==> src/rtl/axim_arb_pkg.sv <==
// Shared definitions for the AXI-master read arbiter.
//
// Contents:
//   arb_state_e       arbiter FSM state encoding (IDLE, START, XFER, DONE)
//   BYTES_PER_BEAT    bytes per stream beat for the default 32-bit data path
//   LOG2              log2(BYTES_PER_BEAT) for the default 32-bit data path
//   bytes_per_beat()  bytes per beat for an arbitrary data width
//
// The two constants describe the default build. The top derives its own
// values from C_M_AXI_DATA_WIDTH with bytes_per_beat() and $clog2, so other
// widths also work.
package axim_arb_pkg;

  typedef enum logic [1:0] {
    ST_IDLE  = 2'd0,
    ST_START = 2'd1,
    ST_XFER  = 2'd2,
    ST_DONE  = 2'd3
  } arb_state_e;

  localparam int BYTES_PER_BEAT = 4;
  localparam int LOG2           = 2;

  function automatic int bytes_per_beat(input int data_width);
    return data_width / 8;
  endfunction

endpackage

==> src/rtl/rr_arbiter.sv <==
// Round-robin selector.
//
// Ports:
//   req        in   NUM_REQ  pending requests
//   last_ptr   in   PTR_W    index of the most recently served requester
//   grant      out  NUM_REQ  one-hot grant (all zero when nothing is pending)
//   grant_idx  out  PTR_W    binary index of the granted requester
//
// The search starts at last_ptr+1 and wraps, so the requester that was just
// served has the lowest priority on the next round.
module rr_arbiter #(
  parameter int NUM_REQ = 2,
  parameter int PTR_W   = (NUM_REQ > 1) ? $clog2(NUM_REQ) : 1
) (
  input  logic [NUM_REQ-1:0] req,
  input  logic [PTR_W-1:0]   last_ptr,
  output logic [NUM_REQ-1:0] grant,
  output logic [PTR_W-1:0]   grant_idx
);

  always_comb begin
    int  idx;
    logic found;
    grant     = '0;
    grant_idx = '0;
    found     = 1'b0;
    idx       = 0;
    for (int i = 1; i <= NUM_REQ; i++) begin
      // Wrap by subtraction: this works for any NUM_REQ, not just powers of two.
      idx = int'(last_ptr) + i;
      if (idx >= NUM_REQ) idx = idx - NUM_REQ;
      if (!found && req[idx]) begin
        found      = 1'b1;
        grant[idx] = 1'b1;
        grant_idx  = PTR_W'(idx);
      end
    end
  end

endmodule

==> src/rtl/axim_rd_arbiter.sv <==
// Shares one AXI-master read engine (axim_ctrl) between NUM_REQ requesters.
//
// Ports:
//   clk, rst               clock and asynchronous active-high reset
//   req_valid_i/addr/size  per-requester read request (held until accepted)
//   req_ready_o            one-cycle pulse when a request is accepted
//   req_tvalid_o/tdata/
//   req_tlast_o/tready_i   read-data stream, routed to the granted requester
//   req_rdone_o            one-cycle pulse when the granted transfer completes
//   err_o                  sticky flag: beat count differed from the expected count
//   ctrl_rstart_o/raddr_offset_o/rxfer_size_o/rdone_i   axim_ctrl command side
//   rd_tvalid_i/tdata/tlast/tready_o                    axim_ctrl data stream
//
// Handshakes: a stream beat transfers on any rising edge where tvalid and
// tready are both high. tvalid does not depend on tready. Requests use a
// valid/accept pulse: req_valid_i stays high until req_ready_o pulses.
//
// Flow: IDLE (grant, latch) -> START (rstart pulse) -> XFER (stream routed,
// beats counted until ctrl_rdone_i) -> DONE (rdone pulse, error check) -> IDLE.
// Zero-byte requests skip XFER and never pulse ctrl_rstart_o.
module axim_rd_arbiter
  import axim_arb_pkg::*;
#(
  parameter int C_M_AXI_ADDR_WIDTH = 32,
  parameter int C_M_AXI_DATA_WIDTH = 32,
  parameter int C_XFER_SIZE_WIDTH  = 32,
  parameter int NUM_REQ            = 2
) (
  input  logic                                         clk,
  input  logic                                         rst,
  input  logic [NUM_REQ-1:0]                           req_valid_i,
  input  logic [NUM_REQ-1:0][C_M_AXI_ADDR_WIDTH-1:0]   req_addr_i,
  input  logic [NUM_REQ-1:0][C_XFER_SIZE_WIDTH-1:0]    req_size_i,
  output logic [NUM_REQ-1:0]                           req_ready_o,
  output logic [NUM_REQ-1:0]                           req_tvalid_o,
  output logic [C_M_AXI_DATA_WIDTH-1:0]                req_tdata_o,
  output logic                                         req_tlast_o,
  input  logic [NUM_REQ-1:0]                           req_tready_i,
  output logic [NUM_REQ-1:0]                           req_rdone_o,
  output logic                                         err_o,
  output logic                                         ctrl_rstart_o,
  output logic [C_M_AXI_ADDR_WIDTH-1:0]                ctrl_raddr_offset_o,
  output logic [C_XFER_SIZE_WIDTH-1:0]                 ctrl_rxfer_size_o,
  input  logic                                         ctrl_rdone_i,
  input  logic                                         rd_tvalid_i,
  input  logic [C_M_AXI_DATA_WIDTH-1:0]                rd_tdata_i,
  input  logic                                         rd_tlast_i,
  output logic                                         rd_tready_o
);

  localparam int XW       = C_XFER_SIZE_WIDTH;
  localparam int PTR_W    = (NUM_REQ > 1) ? $clog2(NUM_REQ) : 1;
  localparam int BPB      = bytes_per_beat(C_M_AXI_DATA_WIDTH);
  localparam int BPB_LOG2 = $clog2(BPB);
  localparam logic [XW-1:0] REM_MASK = XW'(BPB - 1);

  arb_state_e                  state_q, state_d;
  logic [PTR_W-1:0]            grant_q;
  logic [PTR_W-1:0]            rr_ptr_q;
  logic [C_M_AXI_ADDR_WIDTH-1:0] addr_q;
  logic [XW-1:0]               size_q;
  logic [XW:0]                 beat_cnt_q;
  logic [XW:0]                 exp_beats;
  logic                        err_q;

  logic [NUM_REQ-1:0]          arb_grant;
  logic [PTR_W-1:0]            arb_idx;
  logic [NUM_REQ-1:0]          ready_c;
  logic                        load;
  logic                        in_xfer;
  logic                        beat_fire;

  rr_arbiter #(
    .NUM_REQ (NUM_REQ),
    .PTR_W   (PTR_W)
  ) u_rr (
    .req       (req_valid_i),
    .last_ptr  (rr_ptr_q),
    .grant     (arb_grant),
    .grant_idx (arb_idx)
  );

  // ceil(size / BPB): whole beats from the shift, plus one for any tail bytes.
  assign exp_beats = {1'b0, size_q >> BPB_LOG2} + (XW+1)'(|(size_q & REM_MASK));

  assign in_xfer   = (state_q == ST_XFER);
  assign beat_fire = in_xfer && rd_tvalid_i && rd_tready_o;

  // Next-state and grant-cycle control.
  always_comb begin
    state_d = state_q;
    ready_c = '0;
    load    = 1'b0;
    case (state_q)
      ST_IDLE: begin
        if (|req_valid_i) begin
          ready_c = arb_grant;
          load    = 1'b1;
          state_d = ST_START;
        end
      end
      ST_START: state_d = (size_q == '0) ? ST_DONE : ST_XFER;
      ST_XFER:  if (ctrl_rdone_i) state_d = ST_DONE;
      ST_DONE:  state_d = ST_IDLE;
      default:  state_d = ST_IDLE;
    endcase
  end

  // The accept pulse is combinational from req_valid_i, so it is gated by
  // rst to keep every output low while reset is held.
  assign req_ready_o = rst ? '0 : ready_c;

  // Stream routing and completion pulse; everything is zero outside XFER/DONE.
  always_comb begin
    req_tvalid_o = '0;
    req_rdone_o  = '0;
    rd_tready_o  = 1'b0;
    if (in_xfer) begin
      req_tvalid_o[grant_q] = rd_tvalid_i;
      rd_tready_o           = req_tready_i[grant_q];
    end
    if (state_q == ST_DONE) req_rdone_o[grant_q] = 1'b1;
  end

  assign req_tdata_o         = in_xfer ? rd_tdata_i : '0;
  assign req_tlast_o         = in_xfer && rd_tlast_i;
  assign ctrl_rstart_o       = (state_q == ST_START) && (size_q != '0);
  assign ctrl_raddr_offset_o = addr_q;
  assign ctrl_rxfer_size_o   = size_q;
  assign err_o               = err_q;

  always_ff @(posedge clk or posedge rst) begin
    if (rst) begin
      state_q    <= ST_IDLE;
      grant_q    <= '0;
      rr_ptr_q   <= PTR_W'(NUM_REQ - 1);
      addr_q     <= '0;
      size_q     <= '0;
      beat_cnt_q <= '0;
      err_q      <= 1'b0;
    end else begin
      state_q <= state_d;
      if (load) begin
        grant_q    <= arb_idx;
        addr_q     <= req_addr_i[arb_idx];
        size_q     <= req_size_i[arb_idx];
        beat_cnt_q <= '0;
      end else if (beat_fire) begin
        beat_cnt_q <= beat_cnt_q + 1'b1;
      end
      if (state_q == ST_DONE) begin
        rr_ptr_q <= grant_q;
        if (beat_cnt_q != exp_beats) err_q <= 1'b1;
      end
    end
  end

endmodule

==> config.mk <==
export PLATFORM = sky130hd
export DESIGN_NAME = axim_rd_arbiter
export DESIGN_NICKNAME = d
export VERILOG_FILES = /design/src/rtl/axim_arb_pkg.sv /design/src/rtl/rr_arbiter.sv /design/src/rtl/axim_rd_arbiter.sv
export SDC_FILE = /design/constraint.sdc
export NUM_CORES = 1
export LEC_CHECK = 0
export ABC_AREA = 1
export BUFFER_PORTS_ARGS = -buffer_cell sky130_fd_sc_hd__buf_2
export CORE_ASPECT_RATIO = 1.1
export CORE_UTILIZATION = 50
export DETAILED_ROUTE_END_ITERATION = 12
export PLACE_DENSITY_LB_ADDON = 0.25
export SLEW_MARGIN = 5
export SYNTH_ARGS = -nofsm -noshare
export SYNTH_HDL_FRONTEND = slang
export SYNTH_HIERARCHICAL = 1
export SYNTH_SLANG_ARGS = --single-unit
==> constraint.sdc <==
create_clock -name clk -period 4.4 [get_ports clk]
set_input_delay 0.66 -clock clk [delete_from_list [all_inputs] [get_ports clk]]
set_output_delay 0.66 -clock clk [all_outputs]
set_load 0.01 [all_outputs]
**Word level (Yosys, flattened, before mapping)**

Cells that the tools add are included.

- Register bits: 102
- Latch bits: 0
- Memory bits (writable): 0
- Bits in read-only memories: 0
- Input bits: 169
- Memories: 0

- Add/subtract/negate cells: 6
- Multipliers: 0
- Divide/modulo/power cells: 0
- Magnitude comparators: 9
- Equal/unequal tests: 6
- Shifts and indexed selects: 0
- Mux-type cells: 40
- Bitwise logic cells: 2
- Reduce and logical (&&, ||, !) cells: 17

Operator list:

| operator | number |
|---|---|
| $mux W32 | 7 |
| $mux W33 | 2 |
| $ge A32 B1 Y1 const B | 2 |
| $ge A32 B3 Y1 const B | 2 |
| $lt A32 B3 Y1 const B | 2 |
| $sub A32 B3 Y32 const B | 2 |
| $add A33 B1 Y33 const B | 1 |
| $ne A33 B31 Y1 | 1 |
| $logic_not A32 Y1 | 1 |
| $reduce_bool A32 Y1 | 1 |
| $add A30 B1 Y31 | 1 |
| $mux W1 | 18 |
| $mux W2 | 9 |
| $logic_and A1 B1 Y1 | 8 |
| $pmux W2 S4 | 1 |
| $eq A2 B2 Y1 const B | 2 |
| $lt A1 B2 Y1 const B | 2 |
| $ne A2 B2 Y1 const B | 2 |
| $reduce_and A2 Y1 | 2 |
| $reduce_or A2 Y1 | 2 |
| $add A1 B2 Y3 const B | 1 |
| $demux W1 S1 | 3 |
| $add A1 B1 Y2 const B | 1 |
| $and A2 B2 Y2 | 1 |
| other kinds (6) | 6 |

**Longest topological paths before layout**

Gate-level depths: netlist of the first run.

- Depth in word-level cells: 13
- Mapped depth: 18
- Gate-level depth less buffers: 18

**By module**

The synthesis of the first run kept the hierarchy.

Modules (own cells, without submodules):

| module | instances | cells each | area each (sq um) | seq. area each (sq um) |
|---|---|---|---|---|
| axim_rd_arbiter | 1 | 1,025 | 6,881.6 | 2,553.7 |
| rr_arbiter | 1 | 6 | 25.0 | 0.0 |

**Least setup slack after synthesis of the first run**

OpenSTA, ideal clock, no wires.

- Path kind: input to output
- Start: in req_valid_i[1]
- End: out req_ready_o[0]
- Arrival time: 1.723 ns
- Data required time: 3.740 ns
- Slack: 2.017 ns
- Stages on the path: 6
- Buffers on the path: 2
- Cell sequence: nor2_1 nor2_1 clkbuf_1 clkbuf_1 nand2_1 nor2_1

- Word-level cells in the longest chain between the ends: 10
- Elaborated cells between the ends (all ways): 16
- Classes of those cells: 12 x mux; 1 x bitwise; 3 x reduce/logical

Ends and longest elaborated chain:

| element | line | source |
|---|---|---|
| start: declaration | axim_rd_arbiter.sv:31 | `input logic [NUM_REQ-1:0] req_valid_i,` |
| $mux W1 (implied by the code) (3 in a row) | rr_arbiter.sv:32 | `if (!found && req[idx]) begin` |
| $mux W1 | rr_arbiter.sv:32 |  |
| $logic_not A1 Y1 | rr_arbiter.sv:32 |  |
| $logic_and A1 B1 Y1 | rr_arbiter.sv:32 |  |
| $mux W2 | rr_arbiter.sv:32 |  |
| $mux W2 (*) | axim_rd_arbiter.sv:96 | `if (\|req_valid_i) begin` |
| $mux W2 (*) | axim_rd_arbiter.sv:94 | `case (state_q)` |
| $mux W2 (*) | axim_rd_arbiter.sv:111 | `assign req_ready_o = rst ? '0 : ready_c;` |
| end: declaration | axim_rd_arbiter.sv:34 | `output logic [NUM_REQ-1:0] req_ready_o,` |

Every way passes the cells marked *; elsewhere a longest branch is shown, timed or not. The select of a mux whose other input is x is not followed.

**Worst setup path in the final report of the first run**

- Start: reg state_q[0]
- End: out req_ready_o[0]

- Word-level cells in the longest chain between the ends: 3

Ends and longest elaborated chain:

| element | line | source |
|---|---|---|
| start: declaration | axim_rd_arbiter.sv:57 | `arb_state_e state_q, state_d;` |
| start signal: assignment | axim_rd_arbiter.sv:142 | `state_q <= state_d;` |
| $logic_not A2 Y1 | axim_rd_arbiter.sv:94 |  |
| $mux W2 | axim_rd_arbiter.sv:94 |  |
| $mux W2 | axim_rd_arbiter.sv:111 |  |

No other way between the ends.

==> reports/results.tsv, run 1 <==
stage	metric	value	unit
synthesis	Compound-Gate Fraction of Synth Area	0.1002	
cts	worst skew pair latency	0.35	ns
cts	clk sinks	102	
cts	post-CTS sizing	0	
timing	crit share post-route	0.6399	
route	via/cell ratio	5.185	
synthesis	cells after synthesis	1031	
pwr	Peak supply drop	0.0003906	V
placement	post-DP HPWL	16310	um
global_route	antenna violations before repair	1	
synthesis	Netlist cell types	40	
cts	CTS buffer count	9	
timing	Final Hold Vio Count	0	
synthesis	mux cell area share after synthesis	0	
critical_path	Worst Path Class, Setup	reg2out	
critical_path	crit path cell chain	inv_1, ha_1, inv_1, nor2_4, buf_4, nand2_1, nor2_1, buf_2	
timing	Setup TNS Final	0	ns
placement	Placed Area	8403	sq um
global_route	first-pass GRT wire length	34580	um
global_route	largest net degree at the start of global routing	82	
timing	FMAX	0.3552	GHz
critical_path	WP data arrival	2.16	ns
synthesis	Synth Area in XOR/XNOR	0.05833	
timing	min cycle time layout	2.816	ns
critical_path	Worst Path Required	3.74	ns
synthesis	Seq cells post-synth	102	
global_route	GRT overflow	0	
synthesis	top-area cell type share of the netlist area	0.3659	
placement	IO Port Bufs	274	
layout	final instance area	8685	sq um
synthesis	Simple-Gate Fraction of Synth Area	0.3712	
route	number of routed nets with antenna violations	0	
status	run status	finished, final reports clean	
synthesis	top cells by area, synth	dfrtp_1 (37%), nand2_1 (18%), nor2_1 (8.1%)	
floorplanning	Die Area	14290	sq um
critical_path	slowest CP cell	buf_4	
critical_path	CP peak stage delay	0.56	ns
timing	Final Max Tran Viols	0	
pwr	Final Power	5.019	mW
floorplanning	Top Ports	275	
layout	layout cell share with drive strength beyond 1	0.2599	
synthesis	area leader, netlist	dfrtp_1	
layout	area grow syn2layout	25.74	%
layout	Final Net Count	1456	
critical_path	critical path's most frequent cell	inv_1	
floorplanning	initial cell density of the core	0.5184	
placement	GPL Wtd Cong	0.9387	
layout	final core utilization	0.6519	
route	post-route DRC violation count	0	
synthesis	Mapped Area	6907	sq um
route	Total Wirelength	21270	um
cts	CTS Hold Bufs	0	
critical_path	Startpoint Class	flip-flop	
synthesis	Mapped Avg Cell Area	6.699	sq um
synthesis	Synthesized Nets	1207	
flow_run	Max Cap Viol	0	
critical_path	Crit. End Element	primary output	
cts	CTS tree	built	
pwr	leakage power	4.586	nW
floorplanning	die height	125.3	um
placement	placed insts	1453	
pwr	power per cell area	577.9	nW/um^2
critical_path	Top delay family on crit path	buffers and inverters	
cts	clk root buf	clkbuf_16	
floorplanning	FP Rows	44	
layout	post-route insts no fill	1470	
cts	H-Tree Depth	3	
timing	skew final	0.008323	ns
global_route	GRT Overall Usage	0.3038	
timing	slew of the pin with the lowest slew margin	1.006	ns
global_route	number of global-route vias before repair	7193	
synthesis	largest family of logic cells by synthesized area	simple AND/OR/NAND/NOR gates	
timing	RSZ-0062 raised after global routing	no	
route	DR iter-0 viols	560	
synthesis	register area share after synthesis	0.3697	
synthesis	post-synthesis adder-cell area fraction	0.01268	
route	Vias	7622	
route	Avg WL per Cell	14.47	um
cts	Max clock buf depth	2	
floorplanning	core area	13320	sq um
synthesis	YS warnings	6	
cts	Worst-path clk slew	0.07	ns
cts	post-CTS setup buffer count	0	
floorplanning	die span in x	114.1	um
min_path	hold crit path type	reg2reg	
timing	Setup Viol. Count Final	0	
critical_path	buffer and inverter count on the worst path	4	
timing	max_slew headroom	0.3290	
route	First-pass DRT Iterations	5	
critical_path	crit path max fanout	79	
[per-layer routing]
metal / vias up / global-route usage / share of wire / wire (um)
li1: 3792 / - / - / -
met4: 0 / 0.1322 / 0.031 / 654
met5: - / 0 / 0 / 0
met3: 44 / 0.05090 / 0.065 / 1391
met1: 3493 / 0.3758 / 0.42 / 8858
met2: 293 / 0.5184 / 0.49 / 10360
[metrics by stage]
stage,setup WS (ns),hold WS (ns)
after floorplan,1.066,0.4564
after global placement,1.767,0.4902
after detailed placement,1.750,0.4992
after CTS,1.570,0.5063
after global routing,1.383,0.5289
final,1.584,0.5049
[state kept, by name, indices dropped and copies added, names as in the netlist]
signal               flops
beat_cnt_q              33
ctrl_raddr_offset_o     32
ctrl_rxfer_size_o       32
err_o                    1
grant_q                  1
rr_ptr_q                 1
state_q                  2
[report_power, final]
| group | leakage [nW] | internal [mW] | switching (mW) |
|---|---|---|---|
| clock network | 0.129 | 0.402 | 0.369 |
| registers | 1.23 | 1.29 | 0.458 |
| logic | 3.23 | 0.956 | 1.54 |
| total | 4.59 | 2.65 | 2.37 |
[tightest hold or removal path, cell delays in order, from the launching register on]
cell,delay (ns)
dfstp_2,0.40
nand2_1,0.07
nand2_1,0.04
[layout by cell type, fill, tap and decap left out, types with 14 or more instances in the layout]
| master | instances |
|---|---|
| nor2_1 | 148 |
| nand4_1 | 18 |
| a21oi_1 | 20 |
| xor2_1 | 32 |
| o21ai_0 | 21 |
| a31oi_1 | 65 |
| dfrtp_1 | 101 |
| nand3_1 | 44 |
| xnor2_1 | 14 |
| buf_2 | 274 |
| nand2_1 | 330 |
| inv_1 | 106 |
| nor3_1 | 19 |
[cell usage after synthesis]
cell type and n:
and2_1 1, nor4_2 2, xor2_1 32, a211oi_1 2, nor2_4 7, dfrtp_1 101, nand4_1 18, buf_2 4
nand2_1 330, clkbuf_1 34, nand2_2 5, o21ai_1 1, nor4_1 9, inv_2 5, clkinv_2 1, a21boi_0 1
o21bai_1 1, xnor2_1 14, ha_1 7, nor2_1 149, inv_1 107, and3_1 2, clkbuf_2 1, nor3_1 19
clkinv_1 1, nand2_4 1, nor3_2 3, o21ai_0 21, buf_4 2, nor3_4 1, a31oi_1 65, nor3b_1 1
o31ai_1 3, nand3_1 44, inv_4 1, a21oi_1 21, nor2_2 10, buf_1 1, dfstp_2 1, a311oi_1 2
[area by class of cell]
| cell class | instances | area [sq um] |
|---|---|---|
| Antenna cell | 1 | 2.502 |
| Clock buffer | 12 | 246.5 |
| Clock inverter | 4 | 32.53 |
| Fill cell | 1263 | 4638 |
| Inverter | 115 | 437.9 |
| Multi-Input combinational cell | 772 | 3765 |
| Sequential cell | 102 | 2554 |
| Tap cell | 184 | 230.2 |
| Timing Repair Buffer | 280 | 1416 |
[final timing paths]
| kind | start | endpoint | slack (ns) | cells past startpoint |
|---|---|---|---|---|
| max | state_q[0]$_DFFE_PP0P_ | req_ready_o[0] | 1.58 | 8 |
| min | rr_ptr_q$_DFFE_PP1P_ | rr_ptr_q$_DFFE_PP1P_ | 0.50 | 2 |
| max reg2reg | state_q[0]$_DFFE_PP0P_ | beat_cnt_q[30]$_DFFE_PP0P_ | 1.86 | 9 |
| min reg2reg | rr_ptr_q$_DFFE_PP1P_ | rr_ptr_q$_DFFE_PP1P_ | 0.50 | 2 |
| max in group asynchronous | rst | ctrl_raddr_offset_o[15]$_DFFE_PP0P_ | 2.95 | 3 |
| min in group asynchronous | rst | ctrl_raddr_offset_o[24]$_DFFE_PP0P_ | 0.56 | 2 |
[cell families after synthesis]
family	Yosys count
AO/OA/AOI/OAI	117
XOR/XNOR	46
flip-flops	102
adder cells (fa/ha/maj)	7
AND/OR/NAND/NOR	602
buffers and inverters	157
No activity file was read; power rests on OpenSTA's default activity.
==> inputs of run 2 (changes only) <==
clock period = 2.6 ns   (was 4.4 ns; I/O delays follow)
==> reports/results.tsv, run 2 (synthesis results as in run 1) <==
stage	metric	value	unit
cts	clk root buf	clkbuf_16	
route	Total Wirelength	20830	um
cts	post-CTS sizing	0	
layout	number of flip-flops in the largest register	33	
floorplanning	die span in x	114.1	um
cts	worst skew pair latency	0.36	ns
global_route	GRT Overall Usage	0.2991	
layout	most frequent cells in the layout	nand2_1 (330), buf_2 (274), nor2_1 (148)	
floorplanning	initial cell density of the core	0.5184	
timing	skew final	0.006409	ns
floorplanning	Die Area	14290	sq um
cts	Worst-path clk slew	0.07	ns
timing	FMAX	0.4202	GHz
layout	register with the most flip-flops	beat_cnt_q	
route	DR iter-0 viols	565	
cts	post-CTS setup buffer count	0	
critical_path	WP data arrival	1.99	ns
global_route	largest net degree at the start of global routing	129	
cts	CTS tree	built	
cts	H-Tree Depth	3	
timing	Setup TNS Final	0	ns
layout	ant diodes	0	
pwr	Peak supply drop	0.0008264	V
min_path	hold crit path type	in2async	
cts	CTS buffer count	9	
global_route	first-pass GRT wire length	33980	um
timing	slew of the pin with the lowest slew margin	0.6805	ns
floorplanning	FP Rows	44	
placement	GPL Wtd Cong	0.9370	
layout	final core utilization	0.6577	
layout	post-route insts no fill	1471	
layout	area grow syn2layout	26.87	%
critical_path	crit path max fanout	8	
status	run status	finished, final reports clean	
timing	Final Max Tran Viols	0	
pwr	power per cell area	983.2	nW/um^2
critical_path	Worst Path Class, Setup	reg2out	
floorplanning	core area	13320	sq um
cts	Max clock buf depth	2	
timing	RSZ-0062 raised after global routing	no	
placement	placed insts	1455	
layout	commonest non-fill, non-tap cell in the layout	nand2_1	
placement	post-DP HPWL	16080	um
layout	layout cell share with drive strength beyond 1	0.2626	
timing	min cycle time layout	2.380	ns
critical_path	Worst Path Required	2.21	ns
floorplanning	Top Ports	275	
floorplanning	die height	125.3	um
route	post-route DRC violation count	0	
global_route	number of global-route vias before repair	7073	
timing	max_slew headroom	0.5463	
timing	Setup Viol. Count Final	0	
route	number of routed nets with antenna violations	0	
timing	crit share post-route	0.9154	
layout	Final Net Count	1458	
global_route	antenna violations before repair	0	
route	Vias	7544	
placement	IO Port Bufs	274	
timing	Final Hold Vio Count	0	
route	First-pass DRT Iterations	5	
critical_path	Crit. End Element	primary output	
cts	clk sinks	102	
cts	CTS Hold Bufs	0	
critical_path	Startpoint Class	flip-flop	
flow_run	Max Cap Viol	0	
pwr	leakage power	4.623	nW
global_route	GRT overflow	0	
route	via/cell ratio	5.128	
route	Avg WL per Cell	14.16	um
run 2: layer usage:
layer / vias up / global-route usage / part of all wire
li1: 3803 / - / -
met1: 3391 / 0.3649 / 0.41
met2: 288 / 0.4966 / 0.48
met3: 62 / 0.08143 / 0.071
met4: 0 / 0.1222 / 0.037
met5: - / 0 / 0
run 2: through the flow:
step	worst slack [ns]	hold WS, ns	area [sq um]	power [mW]
after floorplan	0.4939	0.4564	6910	5.663
after global placement	0.5050	0.4907	8457	7.141
after detailed placement	0.4086	0.4989	8457	7.215
after CTS	0.1842	0.1534	8762	8.635
after global routing	0.06587	0.1747	8762	9.354
final	0.2200	0.1275	8762	8.615
run 2: report_power, final:
group | internal (mW) | switching, mW
combinational | 1.65 | 2.64
sequential | 2.18 | 0.731
clock | 0.760 | 0.651
run 2: cell type report:
cell class / instances / area [sq um]
fillers: 1230 / 4561
well taps: 184 / 230.2
clock buffers: 9 / 225.2
clock inverters: 7 / 80.08
flip-flops and latches: 102 / 2554
repair buffers: 282 / 1469
inverters: 115 / 439.2
multi-input cells: 772 / 3765
run 2: critical path, stage by stage, from the launching register on:
cell and delay (ns):
dfrtp_1 0.48, nor4_1 0.36, nand4_1 0.12, nor3_1 0.42, nor2_1 0.08, buf_2 0.16
run 2: final timing paths:
path / start / to / slack (ns) / depth (start not counted)
max: ctrl_rxfer_size_o[4]$_DFFE_PP0P_ / ctrl_rstart_o / 0.22 / 5
min: rst / ctrl_raddr_offset_o[22]$_DFFE_PP0P_ / 0.13 / 3
max reg2reg: ctrl_rxfer_size_o[0]$_DFFE_PP0P_ / err_o$_DFFE_PP0P_ / 0.39 / 17
min reg2reg: rr_ptr_q$_DFFE_PP1P_ / rr_ptr_q$_DFFE_PP1P_ / 0.51 / 2
max in group asynchronous: rst / beat_cnt_q[21]$_DFFE_PP0P_ / 2.04 / 3
min in group clk: req_addr_i[23] / ctrl_raddr_offset_o[23]$_DFFE_PP0P_ / 0.28 / 3
==> inputs of run 3 (changes only) <==
ABC_AREA = default   (was 1)
CORE_UTILIZATION = 48   (was 50)
GPL_TIMING_DRIVEN = 0   (was default)
==> reports/results.tsv, run 3 <==
stage	metric	value	unit
status	run status	complete, but fails checks	
status	failing checks	negative setup slack	
timing	FMAX	0.3792	GHz
pwr	Final Power	7.711	mW
route	Total Wirelength	18740	um
timing	final setup margin	-0.03702	ns
synthesis	cells after synthesis	687	
timing	Setup Viol. Count Final	1	
route	via/cell ratio	5.277	
critical_path	r2r worst-path depth	10	
cts	Max clock buf depth	2	
synthesis	register area share after synthesis	0.4107	
synthesis	Seq cells post-synth	102	
synthesis	Most used DFF post-synth	dfrtp_1	
cts	CTS Hold Bufs	0	
synthesis	most frequent cells after synthesis	dfrtp_1 (101), nand2_1 (93), o21ai_0 (74)	
cts	clk root buf	clkbuf_16	
global_route	GRT Overall Usage	0.2797	
route	DR iter-0 viols	380	
synthesis	YS warnings	6	
floorplanning	die height	121.4	um
critical_path	crit path launch	ctrl_rxfer_size_o[0]$_DFFE_PP0P_	
critical_path	Worst Path Required	2.84	ns
layout	register with the most flip-flops	beat_cnt_q	
critical_path	Worst Path Class, Setup	reg2reg	
route	Avg WL per Cell	16.40	um
timing	hold_ws	0.05392	ns
global_route	largest net degree at the start of global routing	36	
route	First-pass DRT Iterations	4	
global_route	antenna violations before repair	0	
route	number of routed nets with antenna violations	0	
timing	slew of the pin with the lowest slew margin	0.7364	ns
synthesis	ys async rst share	1.000	
synthesis	Mapped Avg Cell Area	9.050	sq um
cts	CTS tree	built	
timing	max_slew headroom	0.5090	
critical_path	Crit. End Element	flip-flop	
timing	crit share post-route	1.014	
cts	clk sinks	102	
flow_run	Max Cap Viol	0	
floorplanning	Die Area	13410	sq um
layout	Final Net Count	1157	
timing	min cycle time layout	2.637	ns
cts	CTS buffer count	9	
layout	number of flip-flops in the largest register	33	
synthesis	Synthesized Nets	863	
synthesis	number of synthesized flops with an enable pin	0	
floorplanning	die span in x	110.5	um
pwr	leakage power	4.253	nW
critical_path	Startpoint Class	flip-flop	
layout	area grow syn2layout	33.83	%
critical_path	WP data arrival	2.88	ns
critical_path	Critical R2R Launch	ctrl_rxfer_size_o[0]$_DFFE_PP0P_	
layout	final core utilization	0.6581	
layout	ant diodes	0	
critical_path	crit path max fanout	2	
cts	worst skew pair latency	0.36	ns
layout	layout cell share with drive strength beyond 1	0.3479	
route	post-route DRC violation count	0	
synthesis	cell with the most instances after synthesis	dfrtp_1	
pwr	Peak supply drop	0.0005569	V
layout	most frequent cells in the layout	buf_2 (281), dfrtp_1 (99), nand2_1 (92)	
placement	Placed Area	7861	sq um
floorplanning	core area	12640	sq um
layout	final instance area	8320	sq um
synthesis	area leader, netlist	dfrtp_1	
layout	fillers	1116	
synthesis	top cells by area, synth	dfrtp_1 (41%), mux2i_1 (11%), xor2_1 (6.1%)	
cts	Worst-path clk slew	0.07	ns
cts	H-Tree Depth	3	
global_route	number of global-route vias before repair	5602	
floorplanning	initial cell density of the core	0.4917	
placement	post-DP HPWL	14750	um
placement	IO Port Bufs	274	
layout	commonest non-fill, non-tap cell in the layout	buf_2	
timing	Final Max Tran Viols	0	
min_path	hold crit path type	in2async	
floorplanning	Top Ports	275	
global_route	first-pass GRT wire length	29280	um
placement	GPL Wtd Cong	0.8702	
global_route	GRT overflow	0	
synthesis	Netlist cell types	44	
route	Vias	6032	
pwr	power per cell area	926.8	nW/um^2
synthesis	top-area cell type share of the netlist area	0.4065	
timing	skew final	0.01052	ns
timing	RSZ-0062 raised after global routing	yes	
timing	Final Hold Vio Count	0	
synthesis	Mapped Area	6217	sq um
floorplanning	FP Rows	43	
## run 3: cell count changes after synthesis, moves of 17 or more
| cell | change |
|---|---|
| nand3_1 | -25 |
| nor2_1 | -106 |
| nand2_1 | -237 |
| mux2i_1 | +69 |
| o21ai_0 | +53 |
| inv_1 | -98 |
| and2_1 | +35 |
| a31oi_1 | -62 |
| xnor2_1 | +17 |
## run 3: what timing repair did
action,CTS,global route
setup endpoints to repair,28,25
setup buffers,5,3
pin swaps,4,1
resized for setup,15,14
## run 3: area by class of cell
class | count | area [sq um] | share of cell area
multi-input combinational | 535 | 3583 | 0.4307
sequential | 102 | 2556 | 0.3072
timing repair buffer | 285 | 1499 | 0.1802
clock buffer | 9 | 225.2 | 0.02707
tap | 157 | 196.4 | 0.02361
buffer | 39 | 166.4 | 0.02000
clock inverter | 7 | 56.30 | 0.006767
inverter | 9 | 37.54 | 0.004511
## run 3: kinds of logic after synthesis
| group | count (synthesis) | synth area share |
|---|---|---|
| AND/OR/NAND/NOR | 280 | 0.2336 |
| multiplexers | 70 | 0.1129 |
| flip-flops | 102 | 0.4107 |
| AO/OA/AOI/OAI | 104 | 0.09278 |
| XOR/XNOR | 74 | 0.1042 |
| adder cells (fa/ha/maj) | 7 | 0.01409 |
| buffers and inverters | 50 | 0.03159 |
## run 3: worst paths after layout
kind | end | slack [ns]
hold / removal | beat_cnt_q[12]$_DFFE_PP0P_ | 0.05
setup / recovery | err_o$_DFFE_PP0P_ | -0.04
max in group asynchronous | ctrl_raddr_offset_o[2]$_DFFE_PP0P_ | 1.61
hold reg to reg | ctrl_raddr_offset_o[9]$_DFFE_PP0P_ | 0.48
min in group clk | ctrl_raddr_offset_o[22]$_DFFE_PP0P_ | 0.31
setup reg to reg | err_o$_DFFE_PP0P_ | -0.04
## run 3: power breakdown
| group | internal, mW | total [mW] | switching [mW] |
|---|---|---|---|
| clock network | 0.660 | 1.30 | 0.644 |
| registers | 2.12 | 2.79 | 0.667 |
| logic | 1.53 | 3.62 | 2.09 |
## run 3: critical path, cell delays in order (launching register included)
cell,delay (ns)
dfrtp_1,0.38
or2_4,0.27
ha_4,0.17
ha_4,0.21
xor2_2,0.15
or4_4,0.43
nor3_2,0.12
nand4_1,0.14
nor4_2,0.19
nand4_1,0.12
o32a_1,0.34
## run 3: layer usage
layer | part of all wire | track usage
met3 | 0.052 | 0.04995
met5 | 0 | 0
met4 | 0.021 | 0.08833
met1 | 0.44 | 0.3727
met2 | 0.49 | 0.4635
## run 3: metrics by stage
| step | std cells | TNS (ns) | worst slack (ns) |
|---|---|---|---|
| after floorplan | 687 | -0.1909 | -0.09546 |
| after global placement | 1118 | -8.238 | -0.9738 |
| after detailed placement | 1121 | -7.790 | -0.4812 |
| after CTS | 1141 | -0.04115 | -0.04115 |
| after global routing | 1143 | -0.1291 | -0.1259 |
| final | 1143 | -0.03702 | -0.03702 |
